`src/rtl/alu_issue.sv`:
```
// alu_issue -- decode/issue stage between instruction decode and the ALU.
//
// Decodes a 16-bit instruction plus its two register-file reads into an ALU
// operation (operands, opcode, funct bits, inversion/carry controls). A
// 2-entry skid buffer (output register + skid register) sits behind the
// decode logic. A small FSM stops intake after a HALT until reset.
//
// Ports
//   clk, rst_n          clock, synchronous active-low reset
//   in_valid/in_ready   decode-side handshake
//   in_instr            instruction word, opcode in [15:11]
//   in_rs_data          value of Rs
//   in_rt_data          value of Rt
//   flush               drop everything buffered and the current input
//   out_valid/out_ready execute-side handshake
//   out_A, out_B        ALU operands
//   out_opcode          in_instr[15:11]
//   out_twoLSB          in_instr[1:0]
//   out_ctrl            {invA, invB, Cin}
//   out_halt            presented operation is HALT
//   perf_count          hand-off counter, saturating (only with ALU_ISSUE_PERF_EN)
//
// Build option: define ALU_ISSUE_PERF_EN to add the perf_count port/counter.

module alu_issue (
   input  logic        clk,
   input  logic        rst_n,
   input  logic        in_valid,
   output logic        in_ready,
   input  logic [15:0] in_instr,
   input  logic [15:0] in_rs_data,
   input  logic [15:0] in_rt_data,
   input  logic        flush,
   output logic        out_valid,
   input  logic        out_ready,
   output logic [15:0] out_A,
   output logic [15:0] out_B,
   output logic [4:0]  out_opcode,
   output logic [1:0]  out_twoLSB,
   output logic [2:0]  out_ctrl,
   output logic        out_halt
`ifdef ALU_ISSUE_PERF_EN
  ,output logic [15:0] perf_count
`endif
);

   typedef struct packed {
      logic [15:0] a;
      logic [15:0] b;
      logic [4:0]  opcode;
      logic [1:0]  two_lsb;
      logic [2:0]  ctrl;
      logic        halt;
   } op_t;

   typedef enum logic [1:0] {
      RUN       = 2'd0,
      HALT_PEND = 2'd1,
      HALTED    = 2'd2
   } state_t;

   state_t state_q, state_d;

   op_t  dec;
   op_t  out_q, skid_q;
   logic out_valid_q, skid_valid_q;
   logic accept, handoff;

   // ---------------------------------------------------------------- decode
   logic [4:0]  op;
   logic [15:0] imm5_s, imm5_z, imm8_s, imm8_z, disp11_s;

   assign op       = in_instr[15:11];
   assign imm5_s   = {{11{in_instr[4]}}, in_instr[4:0]};
   assign imm5_z   = {11'd0, in_instr[4:0]};
   assign imm8_s   = {{8{in_instr[7]}}, in_instr[7:0]};
   assign imm8_z   = {8'd0, in_instr[7:0]};
   assign disp11_s = {{5{in_instr[10]}}, in_instr[10:0]};

   always_comb begin
      dec         = '0;
      dec.opcode  = op;
      dec.two_lsb = in_instr[1:0];
      dec.halt    = (op == 5'b00000);
      dec.a       = in_rs_data;

      unique case (op)
         5'b11011, 5'b11010,
         5'b11100, 5'b11101, 5'b11110, 5'b11111:
            dec.b = in_rt_data;
         5'b01000, 5'b01001, 5'b10000, 5'b10001, 5'b10011:
            dec.b = imm5_s;
         5'b01010, 5'b01011,
         5'b10100, 5'b10101, 5'b10110, 5'b10111:
            dec.b = imm5_z;
         5'b01100, 5'b01101, 5'b01110, 5'b01111,
         5'b11000, 5'b00101, 5'b00111:
            dec.b = imm8_s;
         5'b10010:
            dec.b = imm8_z;
         5'b00100, 5'b00110:
            dec.b = disp11_s;
         default:
            dec.b = 16'h0000;
      endcase

      // HALT/NOP/siic/RTI carry no operands
      if (op[4:2] == 3'b000) begin
         dec.a = 16'h0000;
         dec.b = 16'h0000;
      end

      // {invA, invB, Cin}: subtract computes B - A, ANDN inverts B,
      // compares compute A - B
      unique case (op)
         5'b01001: dec.ctrl = 3'b101;
         5'b01011: dec.ctrl = 3'b010;
         5'b11011: begin
            if (in_instr[1:0] == 2'b01)
               dec.ctrl = 3'b101;
            else if (in_instr[1:0] == 2'b11)
               dec.ctrl = 3'b010;
            else
               dec.ctrl = 3'b000;
         end
         5'b11100, 5'b11101, 5'b11110: dec.ctrl = 3'b011;
         default: dec.ctrl = 3'b000;
      endcase
   end

   // ------------------------------------------------------------ handshakes
   // in_ready comes only from flops (plus the reset input), so there is no
   // combinational path from out_ready back to the producer.
   assign in_ready = rst_n && !skid_valid_q && (state_q == RUN);
   assign accept   = in_valid && in_ready;
   assign handoff  = out_valid_q && out_ready;

   // ------------------------------------------------------------------- FSM
   always_ff @(posedge clk) begin
      if (!rst_n)
         state_q <= RUN;
      else
         state_q <= state_d;
   end

   always_comb begin
      state_d = state_q;
      unique case (state_q)
         RUN: begin
            if (!flush && accept && dec.halt)
               state_d = HALT_PEND;
         end
         HALT_PEND: begin
            // HALT is the last thing accepted, so handing off any HALT
            // here means the buffer has drained
            if (flush)
               state_d = RUN;
            else if (handoff && out_q.halt)
               state_d = HALTED;
         end
         HALTED: state_d = HALTED;
         default: state_d = RUN;
      endcase
   end

   // ----------------------------------------------------------- skid buffer
   always_ff @(posedge clk) begin
      if (!rst_n) begin
         out_q        <= '0;
         skid_q       <= '0;
         out_valid_q  <= 1'b0;
         skid_valid_q <= 1'b0;
      end else if (flush) begin
         out_valid_q  <= 1'b0;
         skid_valid_q <= 1'b0;
      end else if (!out_valid_q || out_ready) begin
         // output slot frees up this cycle; skid (older) goes first. The
         // skid is never full while accepting, so no refill is needed.
         if (skid_valid_q) begin
            out_q        <= skid_q;
            out_valid_q  <= 1'b1;
            skid_valid_q <= 1'b0;
         end else if (accept) begin
            out_q       <= dec;
            out_valid_q <= 1'b1;
         end else begin
            out_valid_q <= 1'b0;
         end
      end else if (accept) begin
         // output stalled: park the new op in the skid register
         skid_q       <= dec;
         skid_valid_q <= 1'b1;
      end
   end

   assign out_valid  = out_valid_q;
   assign out_A      = out_q.a;
   assign out_B      = out_q.b;
   assign out_opcode = out_q.opcode;
   assign out_twoLSB = out_q.two_lsb;
   assign out_ctrl   = out_q.ctrl;
   assign out_halt   = out_q.halt;

`ifdef ALU_ISSUE_PERF_EN
   // flush wins over a same-cycle hand-off, so that cycle is not counted
   always_ff @(posedge clk) begin
      if (!rst_n)
         perf_count <= 16'h0000;
      else if (handoff && !flush && (perf_count != 16'hFFFF))
         perf_count <= perf_count + 16'h0001;
   end
`endif

endmodule

```
`config.mk`:
```
export PLATFORM = sky130hd
export DESIGN_NAME = alu_issue
export DESIGN_NICKNAME = d
export VERILOG_FILES = /design/src/rtl/alu_issue.sv
export SDC_FILE = /design/constraint.sdc
export NUM_CORES = 1
export LEC_CHECK = 0
export BUFFER_PORTS_ARGS = -buffer_cell sky130_fd_sc_hd__buf_2
export CAP_MARGIN = 15
export CORE_MARGIN = 10
export CORE_UTILIZATION = 53
export CTS_CLUSTER_DIAMETER = 150
export DETAILED_ROUTE_END_ITERATION = 8
export PLACE_DENSITY = 0.76
export SYNTH_ARGS = -nofsm -noshare
export SYNTH_HDL_FRONTEND = slang
export SYNTH_SLANG_ARGS = --single-unit
```
`constraint.sdc`:
```
create_clock -name clk -period 1.98 [get_ports clk]
set_input_delay 0.198 -clock clk [delete_from_list [all_inputs] [get_ports clk]]
set_output_delay 0.198 -clock clk [all_outputs]
set_load 0.02 [all_outputs]
```
==> impl_metrics.tcl, run 1 <==
set metrics [dict create \
    dr.pass1.iters 6 \
    antenna_cells 0 \
    core_area_sq_mm 0.00733 \
    setup_viol 0 \
    ys_ff_latch 90 \
    dpl.hpwl_mm 7.74 \
    netlist_instances 478 \
    p_total_uw 3490 \
    nets 609 \
    cp-end-kind "flop" \
    arrival_ns 2.02 \
    cts_tree "built" \
    final_max_slew_viol_count 0 \
    cts_buffers 9 \
    ys_seq_area_frac 0.446 \
    rsz0062_at_grt "false" \
    relSlewSlack 0.610 \
    drtIter0Drc 222 \
    crit_path_top_delay_cell "a211oi_4" \
    utilization 0.650 \
    syn_nets 531 \
    antenna_found_initial 0 \
    layout-drive-gt1-share 0.264 \
    async_flop_share 0 \
    detail_route.vias_per_cell 5.78 \
    cts-root-buf "clkbuf_8" \
    io_pins 98 \
    hold_viol 0 \
    path_clk_slew_ns 0.09 \
    startpoint_type "flop" \
    max-vdd-ir-drop_mv 0.343 \
    vias 3815 \
    syn2layout_area_growth_pct 18.1 \
    critPathTopFamily "compound AO/OA/AOI/OAI gates" \
    dieWidth_um 107 \
    port_buffers 97 \
    start_util 0.551 \
    max_clock_freq_mhz 566 \
    die_height_um 107 \
    track_usage 0.189 \
    timing.final.crit_share 0.892 \
    final.setup.worst_slack_ns 0.214 \
    synth_edf_count 0 \
    synthFlopType "dfxtp_1" \
    overflow 0 \
    timing.final.crit_period_ns 1.77 \
    rows 31 \
    finalSetupTns_ns 0 \
    maxCapViolCount 0 \
    place_ws_ns 0.168 \
    post_cts.repair.setup_buffers 0 \
    route.detailed.drc 0 \
    gp_congestion 0.833 \
    htreeDepth 3 \
    postRouteAntennaNets 0 \
    avgSynthCellArea_sq_um 8.44 \
    clk_latency_ns 0.35 \
    cts_max_path_buffers 2 \
    die-area_sq_mm 0.0115 \
    skew_ns 0.0124 \
    worst_hold_path_type "in -> reg" \
    critPathMaxFanout 64 \
    cts_sinks 90 \
    crit_type "reg -> reg" \
    fillerInstances 641 \
    wire_per_inst_um 16.5 \
    synth_cell_types 55 \
    critPathRequiredTime_ns 2.23 \
    ys_warn_count 0 \
    p_leak_uw 0.00193 \
    ff_latch_area_sq_mm 0.00180 \
    worst-path-buf-inv 1 \
    power.density_mw_per_mm2 731 \
    grt_pass1_vias 3779 \
    status "finished clean" \
    cp_cell_sequence "nand4bb_4, a211oi_4, buf_12, nor2_1, a311oi_1" \
    routed_wl_mm 10.9 \
    postCtsHoldBufs 0 \
    ctsResizeCount 0 \
    multi_input_area_sq_mm 0.00201 \
    synthesis.area_sq_mm 0.00404 \
    worst_pin_slew_ns 0.576 \
    grt_max_degree 65 \
    grt_pass1_wl_mm 18.1 \
    max_stage_delay_ns 0.37 \
]
per-stage QoR:
stage / std cells / hold slack [ns] / cell area, sq um
after global placement: 644 / 0.440 / 4580
after detailed placement: 644 / 0.447 / 4580
after global routing: 660 / 0.0923 / 4770
after CTS: 660 / 0.0867 / 4770
final: 660 / 0.0972 / 4770
after floorplan: 478 / 0.334 / 4040
final timing paths:
path	from	endpoint	cells past startpoint	slack [ns]
max reg2reg	state_q[1]	out_A[8]	5	0.21
min	in_rs_data[12]	skid_q[39]	3	0.1
max	state_q[1]	out_A[8]	5	0.21
min reg2reg	skid_q[10]	skid_q[10]	2	0.46
power by group:
group / internal (uW) / total [uW] / switching [uW] / leakage (uW)
Sequential: 1860 / 1880 / 23.8 / 0.000730
Clock: 529 / 1170 / 636 / 0.0000919
Combinational: 172 / 443 / 271 / 0.00111
synth_stat cells, types with 2 or more instances:
master | instances | area share
a211oi_1 | 8 | 0.015
a21o_1 | 6 | 0.011
a21oi_1 | 38 | 0.047
a221oi_1 | 3 | 0.0065
a22o_1 | 3 | 0.0065
a311oi_1 | 16 | 0.035
a31oi_1 | 2 | 0.0031
a32o_1 | 5 | 0.012
and2_1 | 4 | 0.0062
buf_1 | 4 | 0.0037
buf_2 | 17 | 0.021
buf_6 | 2 | 0.0056
clkbuf_1 | 22 | 0.020
dfxtp_1 | 90 | 0.45
inv_1 | 3 | 0.0028
inv_2 | 2 | 0.0019
mux2i_1 | 8 | 0.020
nand2_1 | 83 | 0.077
nand2b_1 | 4 | 0.0062
nand3_1 | 39 | 0.048
nand3b_1 | 2 | 0.0037
nand4_1 | 5 | 0.0077
nand4b_1 | 4 | 0.0087
nor2_1 | 30 | 0.028
nor2b_1 | 3 | 0.0047
nor3_1 | 2 | 0.0025
nor4_1 | 2 | 0.0031
o211a_1 | 3 | 0.0074
o21ai_0 | 19 | 0.024
o221a_2 | 14 | 0.039
o221ai_1 | 3 | 0.0065
o22ai_1 | 6 | 0.0093
o2bb2ai_1 | 2 | 0.0043
or3_1 | 3 | 0.0047
final cells by class:
class                           count  share of cell area
Clock inverter                      5             0.00787
Sequential cell                    90               0.378
Clock buffer                       11              0.0318
Inverter                            5             0.00394
Multi-Input combinational cell    338               0.422
Tap cell                           99              0.0260
Timing Repair Buffer              112               0.131
logic make-up after synthesis:
logic type | count (synthesis) | share of synthesized area
AND/OR/NAND/NOR | 190 | 0.224
flip-flops | 90 | 0.446
AO/OA/AOI/OAI | 138 | 0.250
XOR/XNOR | 2 | 0.00434
multiplexers | 8 | 0.0198
buffers and inverters | 50 | 0.0555
placed cells by master (no fill, tap or decap), types with 4 or more instances in the layout:
master / instances
buf_2: 97
dfxtp_1: 90
nand2_1: 83
nand3_1: 39
a21oi_1: 38
nor2_1: 30
o21ai_0: 19
a311oi_1: 16
o221a_2: 14
buf_4: 13
clkbuf_8: 11
mux2i_1: 8
a211oi_1: 8
o22ai_1: 6
a21o_1: 6
nand4_1: 5
a32o_1: 5
and2_1: 4
nand2b_1: 4
nand4b_1: 4
state kept, by name, indices dropped and copies added, names as in the netlist:
| name | flops |
|---|---|
| skid_q | 43 |
| out_A | 16 |
| out_B | 16 |
| out_opcode | 5 |
| out_ctrl | 3 |
| out_twoLSB | 2 |
| state_q | 2 |
| out_halt | 1 |
| out_valid | 1 |
| skid_valid_q | 1 |
routing by layer:
| metal | vias to the layer above | global-route usage | share of wire |
|---|---|---|---|
| met5 | - | 0 | 0 |
| met3 | 7 | 0.0503 | 0.065 |
| met1 | 1787 | 0.222 | 0.43 |
| met4 | 0 | 0.0542 | 0.0073 |
| li1 | 1904 | - | - |
| met2 | 117 | 0.329 | 0.50 |
worst register-to-register path: cells and delay by family (launching register included):
kind	cells	cell delay (ns)
AND/OR/NAND/NOR	2	0.37
buffers and inverters	1	0.30
flip-flops	1	0.36
AO/OA/AOI/OAI	2	0.65
No activity file was read; power rests on OpenSTA's default activity.
==> run 2, diff against run 1 <==
CORE_UTILIZATION = 55   (was 53)
CTS_BUF_LIST = sky130_fd_sc_hd__clkbuf_8   (was default)
PLACE_DENSITY = 0.79   (was 0.76)
==> run 2 against run 1 <==
Sequential power about the same. Fmax up 0.16%. Sequential share of layout area down 0.44 points. Critical path type unchanged. Final cell count unchanged. Count of clock-buffer cells in the layout down 2. Die area down 3.0%. Via count up 1.8%. Worst setup slack better by 0.0029 ns. Global-route usage up 0.054 points. First-iteration DRC count up 26%. Register-to-register slack about the same.
==> impl_metrics.tcl, run 2 (synthesis results as in run 1) <==
set metrics [dict create \
    gp_congestion 0.846 \
    dr.pass1.iters 5 \
    power.switching_uw 937 \
    grt_pass1_wl_mm 18.0 \
    regMostFlops "skid_q" \
    worst_hold_path_type "in -> reg" \
    wire_per_inst_um 16.5 \
    htreeDepth 3 \
    min-delay-start "in_rs_data[7]" \
    hold_slack_ns 0.102 \
    max-vdd-ir-drop_mv 0.411 \
    crit_path_top_delay_cell "dfxtp_1" \
    r2r-start "state_q[1]" \
    startpoint_type "flop" \
    route.detailed.drc 0 \
    critPathRequiredTime_ns 2.23 \
    worst_pin_slew_ns 0.521 \
    core_area_sq_mm 0.00718 \
    dieWidth_um 106 \
    rr_worst_depth 5 \
    rsz0062_at_grt "false" \
    worstHoldEndpoint "skid_q[34]" \
    antenna_cells 0 \
    cts_max_path_buffers 2 \
    overflow 0 \
    internal_power_uw 2860 \
    finalSetupTns_ns 0 \
    detail_route.vias_per_cell 5.88 \
    track_usage 0.189 \
    syn2layout_area_growth_pct 19.5 \
    start_util 0.563 \
    largest_reg_flops 43 \
    antenna_found_initial 0 \
    cts_buffers 9 \
    hold_viol 0 \
    p_sw_frac 0.247 \
    max_clock_freq_mhz 567 \
    grt_max_degree 56 \
    maxCapViolCount 0 \
    power.density_mw_per_mm2 788 \
    critPathTopFamily "compound AO/OA/AOI/OAI gates" \
    seqPwrFrac 0.495 \
    r2r_end "out_A[14]" \
    cts_tree "built" \
    hold-path-cell-count 3 \
    layout-drive-gt1-share 0.264 \
    crit_type "reg -> reg" \
    fillerInstances 610 \
    timing.final.crit_share 0.891 \
    ctsResizeCount 0 \
    final_max_slew_viol_count 0 \
    io_pins 98 \
    cp-end-kind "flop" \
    port_buffers 97 \
    dpl.hpwl_mm 7.49 \
    layout_common_cells "buf_2, dfxtp_1, nand2_1, nand3_1, a21oi_1" \
    post_cts.repair.setup_buffers 0 \
    worst-path-buf-inv 1 \
    clk_latency_ns 0.35 \
    die-area_sq_mm 0.0112 \
    status "finished clean" \
    postCtsHoldBufs 0 \
    rows 31 \
    setup_viol 0 \
    p_leak_uw 0.00195 \
    cts-root-buf "clkbuf_8" \
    comb_power_share 0.116 \
    grt_pass1_vias 3734 \
    routed_wl_mm 10.9 \
    skew_ns 0.00540 \
    critPathMaxFanout 32 \
    reg2reg_slack_ns 0.22 \
    nets 610 \
    postRouteAntennaNets 0 \
    max_stage_delay_ns 0.36 \
    timing.final.crit_period_ns 1.76 \
    cp_cell_sequence "nand4bb_4, a211oi_4, buf_4, nor2_1, a311oi_1" \
    arrival_ns 2.01 \
    relSlewSlack 0.653 \
    path_clk_slew_ns 0.09 \
    clkPwrFrac 0.389 \
    vias 3882 \
    final_common_cell "buf_2" \
    cts_sinks 90 \
    drtIter0Drc 280 \
    die_height_um 106 \
]
[run 2: power by group through the flow]
stage	Clock [uW]	Combinational (uW)	Sequential, uW
after floorplan	0	219	1970
after detailed placement	0	439	1920
after global placement	0	432	1920
final	1480	440	1880
after CTS	1510	440	1880
after global routing	1590	481	1890
[run 2: cell type report]
cell class              count  area [sq um]  area share
clock inverters             6           114      0.0236
clock buffers               9           124      0.0257
flip-flops and latches     90          1800       0.374
inverters                   5          18.8     0.00389
repair buffers            113           631       0.131
multi-input cells         338          2010       0.417
well taps                  99           124      0.0257
[run 2: layer usage]
metal  global-route usage  share of wire  routed length [um]
met3               0.0536          0.071                 772
met4               0.0551         0.0097                 106
met1                0.239           0.44                4800
met5                    0              0                   0
met2                0.307           0.48                5230
[run 2: worst max path at each step]
stage | endpoint | from | slack [ns] | cells after the start
after floorplan | skid_q[19] | out_valid | 0.33 | 5
after global placement | out_B[13] | in_instr[14] | 0.26 | 5
after detailed placement | out_B[11] | in_instr[14] | 0.21 | 5
after CTS | out_A[14] | state_q[1] | 0.21 | 5
after global routing | out_A[14] | state_q[1] | 0.07 | 5
final | out_A[14] | state_q[1] | 0.22 | 5
[run 2: worst reg2reg max path, cell delays in order, from the launching register on]
cell and delay [ns]:
dfxtp_1 0.36, nand4bb_4 0.27, a211oi_4 0.34, buf_4 0.36, nor2_1 0.08, a311oi_1 0.26
[run 2: per-stage QoR]
stage                     worst slack [ns]  area [sq um]  instances   util  total power [uW]
after floorplan                      0.331          4040        478      -              2190
after global placement               0.258          4590        645  0.639              2350
after detailed placement             0.206          4590        645  0.639              2360
after CTS                            0.209          4820        660  0.672              3830
after global routing                0.0741          4820        660  0.672              3960
final                                0.217          4820        660  0.672              3800
==> run 3, diff against run 2 <==
==> constraint.sdc (replaced) <==
create_clock -name clk -period 1.98 [get_ports clk]
set_input_delay 0.396 -clock clk [delete_from_list [all_inputs] [get_ports clk]]
set_output_delay 0.396 -clock clk [all_outputs]
set_load 0.02 [all_outputs]
==> run 3 against run 2 <==
First-iteration DRC count fell by 5.7%. Non-clock buffer count rose by 10. Clock power fell by 13%. Wire length barely moved. Design area rose by 0.31%. Utilization rose by 0.21 points. Sequential cell count did not move.
==> impl_metrics.tcl, run 3 (synthesis results as in run 1) <==
set metrics [dict create \
    htreeDepth 3 \
    syn2layout_area_growth_pct 19.9 \
    arrival_ns 2.07 \
    gp_congestion 0.815 \
    drtIter0Drc 264 \
    startpoint_type "flop" \
    vias 3928 \
    grt_pass1_vias 3872 \
    cts_tree "built" \
    wl_met1_mm 4.73 \
    max_stage_delay_ns 0.36 \
    crit_path_top_delay_cell "dfxtp_1" \
    path_common_cell "buf_4" \
    core_area_sq_mm 0.00718 \
    wl_met2_mm 5.29 \
    finalSetupTns_ns 0 \
    post_cts.repair.setup_buffers 0 \
    rows 31 \
    route.detailed.drc 0 \
    grt_pass1_wl_mm 18.1 \
    critPathTopFamily "compound AO/OA/AOI/OAI gates" \
    cts-root-buf "clkbuf_8" \
    die-area_sq_mm 0.0112 \
    port_buffers 97 \
    antenna_cells 0 \
    track_usage 0.191 \
    grt_max_degree 34 \
    hold_viol 0 \
    nets 620 \
    power.density_mw_per_mm2 747 \
    status "finished clean" \
    routed-wl-met3_um 769 \
    hold_slack_ns 0.291 \
    start_util 0.563 \
    regMostFlops "skid_q" \
    path_clk_slew_ns 0.10 \
    layout-drive-gt1-share 0.276 \
    worst_hold_path_type "in -> reg" \
    maxCapViolCount 0 \
    max_clock_freq_mhz 553 \
    routed_wl_mm 10.9 \
    worst-path-buf-inv 2 \
    cts_max_path_buffers 2 \
    top_layer "met4" \
    crit_type "reg -> reg" \
    place_ws_ns 0.0348 \
    timing.final.crit_period_ns 1.81 \
    final_area_sq_mm 0.00484 \
    dr.pass1.iters 5 \
    dpl.hpwl_mm 7.76 \
    max-vdd-ir-drop_mv 0.451 \
    layout_common_cells "buf_2, dfxtp_1, nand2_1, nand3_1, a21oi_1" \
    worst_pin_slew_ns 0.516 \
    final_max_slew_viol_count 0 \
    postRouteAntennaNets 0 \
    largest_reg_flops 43 \
    ctsResizeCount 0 \
    layout.cells.non_filler 671 \
    p_leak_uw 0.00199 \
    rsz0062_at_grt "false" \
    die_height_um 106 \
    setup_viol 0 \
    fillerInstances 598 \
    final_common_cell "buf_2" \
    io_pins 98 \
    placed_cell_area_sq_mm 0.00464 \
    cp-end-kind "flop" \
    clk_latency_ns 0.36 \
    overflow 0 \
    detail_route.vias_per_cell 5.85 \
    postCtsHoldBufs 0 \
    relSlewSlack 0.656 \
    wire_per_inst_um 16.3 \
    critPathRequiredTime_ns 2.25 \
    cts_buffers 9 \
    dieWidth_um 106 \
    cts_sinks 90 \
    cp_cell_sequence "nand4bb_4, a211oi_4, buf_4, buf_4, nor2_1, a211oi_1" \
    antenna_found_initial 0 \
    dp.cells 655 \
    critPathMaxFanout 27 \
    timing.final.crit_share 0.913 \
    final.setup.worst_slack_ns 0.173 \
    skew_ns 0.00774 \
]
## run 3: stage by stage
step,util,total power [uW]
after floorplan,-,2190
after global placement,0.646,2360
after detailed placement,0.646,2370
after CTS,0.674,3630
after global routing,0.674,3760
final,0.674,3610
## run 3: final timing paths
| kind | startpoint | end | slack, ns | cells after the start |
|---|---|---|---|---|
| hold reg to reg | skid_q[1] | skid_q[1] | 0.46 | 2 |
| setup reg to reg | state_q[1] | out_twoLSB[1] | 0.17 | 6 |
| setup / recovery | state_q[1] | out_twoLSB[1] | 0.17 | 6 |
| hold / removal | in_rs_data[11] | skid_q[38] | 0.29 | 3 |
## run 3: layout make-up
type / count / area (sq um) / share of cell area
well taps: 99 / 124 / 0.0256
multi-input cells: 338 / 2010 / 0.416
inverters: 5 / 18.8 / 0.00388
clock buffers: 9 / 124 / 0.0256
flip-flops and latches: 90 / 1800 / 0.372
repair buffers: 123 / 681 / 0.141
clock inverters: 7 / 78.8 / 0.0163
## run 3: power by group
part	switching (uW)	total (uW)	internal [uW]
Sequential	24.0	1880	1860
Combinational	271	449	178
Clock	688	1290	597
## run 3: metal layers
metal	global-route usage	vias up
met4	0.0600	0
met2	0.309	142
met1	0.242	1845
met5	0	-
met3	0.0542	13
li1	-	1928
## run 3: worst register-to-register path: cells and delay by family, from the launching register on
family	cells	cell delay, ns
buf+inv	2	0.54
compound gates	2	0.53
flops	1	0.36
simple gates	2	0.31
